File: src/rtl/dma_dbg_pkg.sv
// Shared types, defaults and the rotating first-one search used by the DMA interrupt arbiter.
package dma_dbg_pkg;

  localparam int unsigned NChDefault = 8;

  typedef enum logic [1:0] {
    StIdle,
    StGrant,
    StHoldoff
  } arb_state_e;

  // Returns {found, id}: the first set bit of elig at last+1, last+2, ... (mod n_ch).
  // Covers up to 32 channels; callers zero-extend narrower vectors.
  function automatic logic [5:0] rr_first(input logic [31:0] elig, input logic [4:0] last,
                                          input int unsigned n_ch);
    logic [5:0]  res;
    int unsigned idx;
    res = '0;
    for (int unsigned k = 1; k <= n_ch; k++) begin
      idx = (32'(last) + k) % n_ch;
      if (!res[5] && elig[idx]) begin
        res = {1'b1, 5'(idx)};
      end
    end
    return res;
  endfunction

endpackage

File: src/rtl/dma_intr_arbiter_rr_pick.sv
// Combinational round-robin picker: first eligible channel after rr_last_i, with wrap-around.
module dma_intr_arbiter_rr_pick
  import dma_dbg_pkg::*;
#(
  parameter int unsigned N_CH = NChDefault,
  parameter int unsigned ID_W = $clog2(N_CH)
) (
  input  logic [N_CH-1:0] eligible_i,
  input  logic [ID_W-1:0] rr_last_i,
  output logic [ID_W-1:0] sel_id_o,
  output logic            sel_valid_o
);

  logic [5:0] res;
  logic       unused_res;

  assign res         = rr_first(32'(eligible_i), 5'(rr_last_i), N_CH);
  assign sel_valid_o = res[5];
  assign sel_id_o    = res[ID_W-1:0];
  assign unused_res  = ^res;

endmodule

File: src/rtl/dma_intr_arbiter.sv
// DMA interrupt arbiter: rising-edge capture, round-robin serialisation onto a valid/ack port.
// Define DMA_INTR_OVERRUN_CNT_EN to build the per-channel saturating overrun counters.
module dma_intr_arbiter
  import dma_dbg_pkg::*;
#(
  parameter int unsigned N_CH    = NChDefault,
  parameter int unsigned ID_W    = $clog2(N_CH),
  parameter int unsigned HOLDOFF = 2,
  parameter int unsigned OVR_W   = 8
) (
  input  logic             clk_i,
  input  logic             rst_i,
  input  logic [N_CH-1:0]  dma_intr_i,
  input  logic [N_CH-1:0]  intr_mask_i,
  output logic             irq_valid_o,
  output logic [ID_W-1:0]  irq_id_o,
  input  logic             irq_ack_i,
  output logic [N_CH-1:0]  grant_onehot_o,
  output logic [N_CH-1:0]  pending_o,
  output logic             busy_o,
  input  logic [ID_W-1:0]  ovr_sel_i,
  output logic [OVR_W-1:0] ovr_count_o
);

  localparam int unsigned    HCW      = (HOLDOFF > 1) ? $clog2(HOLDOFF) : 1;
  localparam logic [HCW-1:0] HoldLast = HCW'((HOLDOFF > 0) ? HOLDOFF - 1 : 0);

  arb_state_e      state_q, state_d;
  logic [N_CH-1:0] dma_intr_q, pending_q, pending_d;
  logic [N_CH-1:0] rise, capture, clear, eligible;
  logic [ID_W-1:0] irq_id_q, irq_id_d, rr_last_q, rr_last_d, sel_id;
  logic            irq_valid_q, irq_valid_d, sel_valid, ack_fire;
  logic [HCW-1:0]  hold_cnt_q, hold_cnt_d;

  assign rise     = dma_intr_i & ~dma_intr_q;
  assign capture  = rise & ~intr_mask_i;
  assign eligible = pending_q & ~intr_mask_i;
  assign ack_fire = (state_q == StGrant) && irq_ack_i;

  always_comb begin
    clear = '0;
    for (int i = 0; i < N_CH; i++) begin
      clear[i] = ack_fire && (irq_id_q == ID_W'(i));
    end
  end

  // A fresh rise on the channel being acked keeps its pending bit set.
  assign pending_d = (pending_q & ~clear) | capture;

  dma_intr_arbiter_rr_pick #(
    .N_CH (N_CH),
    .ID_W (ID_W)
  ) u_rr_pick (
    .eligible_i  (eligible),
    .rr_last_i   (rr_last_q),
    .sel_id_o    (sel_id),
    .sel_valid_o (sel_valid)
  );

  always_comb begin
    state_d     = state_q;
    irq_id_d    = irq_id_q;
    irq_valid_d = irq_valid_q;
    rr_last_d   = rr_last_q;
    hold_cnt_d  = hold_cnt_q;
    unique case (state_q)
      StIdle: begin
        if (sel_valid) begin
          irq_id_d    = sel_id;
          irq_valid_d = 1'b1;
          state_d     = StGrant;
        end
      end
      StGrant: begin
        if (irq_ack_i) begin
          irq_valid_d = 1'b0;
          rr_last_d   = irq_id_q;
          hold_cnt_d  = '0;
          state_d     = (HOLDOFF > 0) ? StHoldoff : StIdle;
        end
      end
      StHoldoff: begin
        if (hold_cnt_q == HoldLast) begin
          state_d = StIdle;
        end else begin
          hold_cnt_d = hold_cnt_q + 1'b1;
        end
      end
      default: state_d = StIdle;
    endcase
  end

  always_ff @(posedge clk_i) begin
    if (rst_i) begin
      state_q     <= StIdle;
      dma_intr_q  <= '0;
      pending_q   <= '0;
      irq_id_q    <= '0;
      irq_valid_q <= 1'b0;
      rr_last_q   <= ID_W'(N_CH - 1);
      hold_cnt_q  <= '0;
    end else begin
      state_q     <= state_d;
      dma_intr_q  <= dma_intr_i;
      pending_q   <= pending_d;
      irq_id_q    <= irq_id_d;
      irq_valid_q <= irq_valid_d;
      rr_last_q   <= rr_last_d;
      hold_cnt_q  <= hold_cnt_d;
    end
  end

  always_comb begin
    grant_onehot_o = '0;
    for (int i = 0; i < N_CH; i++) begin
      grant_onehot_o[i] = irq_valid_q && (irq_id_q == ID_W'(i));
    end
  end

  assign irq_valid_o = irq_valid_q;
  assign irq_id_o    = irq_id_q;
  assign pending_o   = pending_q;
  assign busy_o      = (state_q != StIdle);

`ifdef DMA_INTR_OVERRUN_CNT_EN
  logic [OVR_W-1:0] ovr_q [N_CH];

  // Only a rise that merges into a pending bit surviving this cycle is an overrun.
  always_ff @(posedge clk_i) begin
    for (int i = 0; i < N_CH; i++) begin
      if (rst_i) begin
        ovr_q[i] <= '0;
      end else if (capture[i] && pending_q[i] && !clear[i] && (ovr_q[i] != '1)) begin
        ovr_q[i] <= ovr_q[i] + 1'b1;
      end
    end
  end

  assign ovr_count_o = (32'(ovr_sel_i) < N_CH) ? ovr_q[ovr_sel_i] : '0;
`else
  logic unused_ovr_sel;
  assign unused_ovr_sel = ^ovr_sel_i;
  assign ovr_count_o    = '0;
`endif

endmodule
File: config.mk
export PLATFORM = sky130hd
export DESIGN_NAME = dma_intr_arbiter
export DESIGN_NICKNAME = d
export VERILOG_FILES = /design/src/rtl/dma_dbg_pkg.sv /design/src/rtl/dma_intr_arbiter_rr_pick.sv /design/src/rtl/dma_intr_arbiter.sv
export SDC_FILE = /design/constraint.sdc
export NUM_CORES = 1
export LEC_CHECK = 0
export CAP_MARGIN = 0
export CORE_MARGIN = 2
export CORE_UTILIZATION = 55
export CTS_CLUSTER_DIAMETER = 80
export DETAILED_ROUTE_END_ITERATION = 8
export GPL_TIMING_DRIVEN = 0
export PLACE_DENSITY = 0.91
export SYNTH_ARGS = -nofsm -noshare
export SYNTH_HDL_FRONTEND = slang
export SYNTH_HIERARCHICAL = 1
export SYNTH_SLANG_ARGS = --single-unit
File: constraint.sdc
create_clock -name clk_i -period 5.02 [get_ports clk_i]
set_input_delay 1.004 -clock clk_i [delete_from_list [all_inputs] [get_ports clk_i]]
set_output_delay 1.004 -clock clk_i [all_outputs]
set_load 0.01 [all_outputs]
==> key figures <==
Logic synthesis
  – Post-synth EDFFs: 0
  – Post-Syn Area: 2302 um2
  – #FFs+latches synth: 26
  – Synth async-reset ratio: 0
  – Main synth FF type: dfxtp_1
  – Syn Inst Count: 253
  – Syn_area_per_cell: 9.100 um2
  – Library cells used by synthesis: 60
  – Seq/Total Area, Yosys: 0.2261
  – Ys Warns: 6

Critical path
  – Critical Path AT: 3.84 ns
  – Crit path from: intr_mask_i[4]
  – FF-to-FF Start: rr_last_q[0]
  – Startpoint Class: input pin
  – Kind of critical path: input pin to flop
  – Required time worst endpoint: 5.18 ns
  – Crit-path max FO: 10
  – Endpoint type of the worst setup path: flop

Placement
  – Port Buf Inserts: 38
  – Placer Congestion: 0.8785
  – Hpwl dp: 4.339 mm
  – Post-Place Cell Area: 2771 um2

STA
  – RSZ-0062 raised after global routing: false
  – Headroom to the max-slew limit: 0.5195
  – Worst Max-Slew Pin Slew: 0.7193 ns
  – F_max: 271.8 MHz
  – Final Hold Fails: 0
  – Clk_skew: 0.005422 ns
  – Endpoints failing setup: 0
  – Period minus WS final: 3.679 ns
  – Setup TNS: 0 ns
  – Max-slew violation count: 0
  – Tcrit/Tclk final: 0.7330

Finish
  – Antenna Diode Count: 0
  – Layout area overhead: 22.77%
  – Nets: 327
  – Share of layout cells above drive strength 1: 0.1788
  – Filler instances: 309
  – Design area: 2826 um2
  – Area of the multi-input gates: 1632 um2
  – Register area: 520.5 um2

Hold path
  – HP Start: pending_o[2]
  – Worst Hold Class: flop to flop

Clocking
  – CTS sink cnt: 26
  – CTS Hold Bufs: 0
  – TritonCTS buffer count: 3
  – Clock-pin slew on the worst setup and hold paths: 0.09 ns
  – CTS root buffer: clkbuf_8
  – CTS Buffer Depth: 2
  – CTS tree: yes
  – Clock Latency Late Sink: 0.27 ns
  – Post-cts resize count: 0
  – CTS HTree Levels: 1
  – Post-CTS setup buffer count: 0

Floorplanning
  – IO Pins: 51
  – Core box area: 4029 um2
  – Die Ht: 68.70 um
  – Die Wd: 68.70 um
  – Initial Util: 0.5714
  – Row cnt: 23
  – Die ar.: 4720 um2

Pwr
  – Total Power: 1.201 mW
  – Max rail drop VDD: 297.6 uV
  – Power per Cell Area: 425.0 nW/um2
  – Leakage power: 1.108 nW

Detailed routing
  – Remaining antenna violation count: 0
  – DRC errors left: 0
  – Final wirelength: 5.704 mm
  – First DRT Iteration DRCs: 210
  – Via density: 6.026
  – Vias: 2,121
  – First-pass iteration count of the detailed router: 4
  – Avg WL per Cell: 16.20 um

GRT
  – GR Util met1: 0.3296
  – Pin count of the biggest net entering global routing: 15
  – Initial antenna violation count: 0
  – First-pass GRT wire length: 9.252 mm
  – Grt peak-use layer: met2
  – GRT Total Usage: 0.2606
  – Met2 GRT Util: 0.4591
  – Total grt overflow: 0
  – M3 GR Usage: 0.03409
  – Vias in the first global route: 2,006

Status
  – Status: finished clean

Flow run
  – Max cap viols: 0
[layout by cell type (no fill, tap or decap), types with 3 or more instances in the layout]
master	count
inv_1	6
nor2_1	31
nand2b_1	6
buf_4	11
nand3_1	5
mux4_2	14
nor3_1	10
nand2_1	7
clkbuf_8	4
a22o_1	8
clkdlybuf4s50_1	38
conb_1	8
nor2b_1	22
a31oi_1	7
dfxtp_1	26
o21ai_0	7
a21oi_1	11
nand3b_1	3
mux2i_1	15
mux2_2	6
buf_2	6
clkbuf_1	3
[cell families (layout without fill, tap and decap cells)]
family / count (synthesis) / count (layout) / synth area share
AO/OA/AOI/OAI: 56 / 56 / 0.1902
XOR/XNOR: 5 / 5 / 0.02555
adder cells (fa/ha/maj): 2 / 2 / 0.01087
buffers and inverters: 30 / 72 / 0.07663
flip-flops: 26 / 26 / 0.2261
multiplexers: 38 / 38 / 0.2473
other: 1 / 8 / 0.001629
AND/OR/NAND/NOR: 95 / 95 / 0.2217
[metal layers]
metal  up-vias  part of all wire
li1       1029                 -
met1       991              0.42
met2        96              0.50
met5         -                 0
met4         0            0.0091
met3         5             0.071
[state kept, by name, indices dropped and copies added (netlist names)]
name,cells
hold_cnt_q,1
rr_last_q,3
irq_id_o,3
pending_o,8
state_q,2
dma_intr_q,8
irq_valid_o,1
[stage by stage]
stage,setup slack [ns],hold slack [ns],util,cells
after CTS,1.373,0.5013,0.7016,352
after global placement,1.234,0.4798,0.6879,348
after floorplan,2.001,0.4911,-,260
after detailed placement,1.118,0.4766,0.6879,348
final,1.341,0.5003,0.7016,352
after global routing,1.091,0.5295,0.7016,352
[cell usage after synthesis, drive strengths merged, types with 2 or more instances]
master / n / area share
clkbuf: 3 / 0.0049
mux2: 8 / 0.039
a2111oi: 2 / 0.010
xnor2: 3 / 0.015
a22o: 8 / 0.030
o21ai: 8 / 0.017
inv: 7 / 0.011
nor2b: 22 / 0.060
a221oi: 3 / 0.019
mux4: 14 / 0.14
buf: 20 / 0.060
mux2i: 16 / 0.071
ha: 2 / 0.011
nor2: 31 / 0.051
xor2: 2 / 0.011
a21oi: 11 / 0.024
nand2b: 6 / 0.016
a2111o: 2 / 0.0098
nor3b: 2 / 0.0087
a211oi: 3 / 0.015
nand3b: 3 / 0.0098
nand2: 7 / 0.011
a31oi: 7 / 0.019
nand3: 5 / 0.011
dfxtp: 26 / 0.23
nor3: 10 / 0.022
or3: 2 / 0.0054
[path summary, 6_finish.rpt]
| path | endpoint | slack [ns] | cells past startpoint |
|---|---|---|---|
| setup / recovery | irq_id_o[0] | 1.34 | 10 |
| hold / removal | pending_o[2] | 0.50 | 1 |
| setup reg to reg | irq_id_o[0] | 1.38 | 12 |
| hold reg to reg | pending_o[2] | 0.50 | 1 |
[where the power goes]
group	internal [mW]	leakage, nW	total [mW]	switching (mW)
registers	0.242	0.215	0.281	0.0390
clock network	0.0701	0.0288	0.133	0.0631
logic	0.369	0.865	0.787	0.419
[cell type report]
cell class	count	share of cell area
Sequential cell	26	0.1842
Clock buffer	4	0.01948
Buffer	23	0.05312
Multi-Input combinational cell	204	0.5772
Timing Repair Buffer	38	0.1346
Inverter	7	0.009296
Tap cell	50	0.02213
[worst max-delay path: stages]
cell,delay [ns]
clkdlybuf4s50_1,0.43
nor2b_1,0.58
mux2_2,0.31
mux2i_1,0.11
a221oi_4,0.35
and4b_4,0.28
nand3_1,0.13
nor3b_2,0.33
mux2i_1,0.27
nor2_1,0.06
Power figures use the tool's default switching activity.
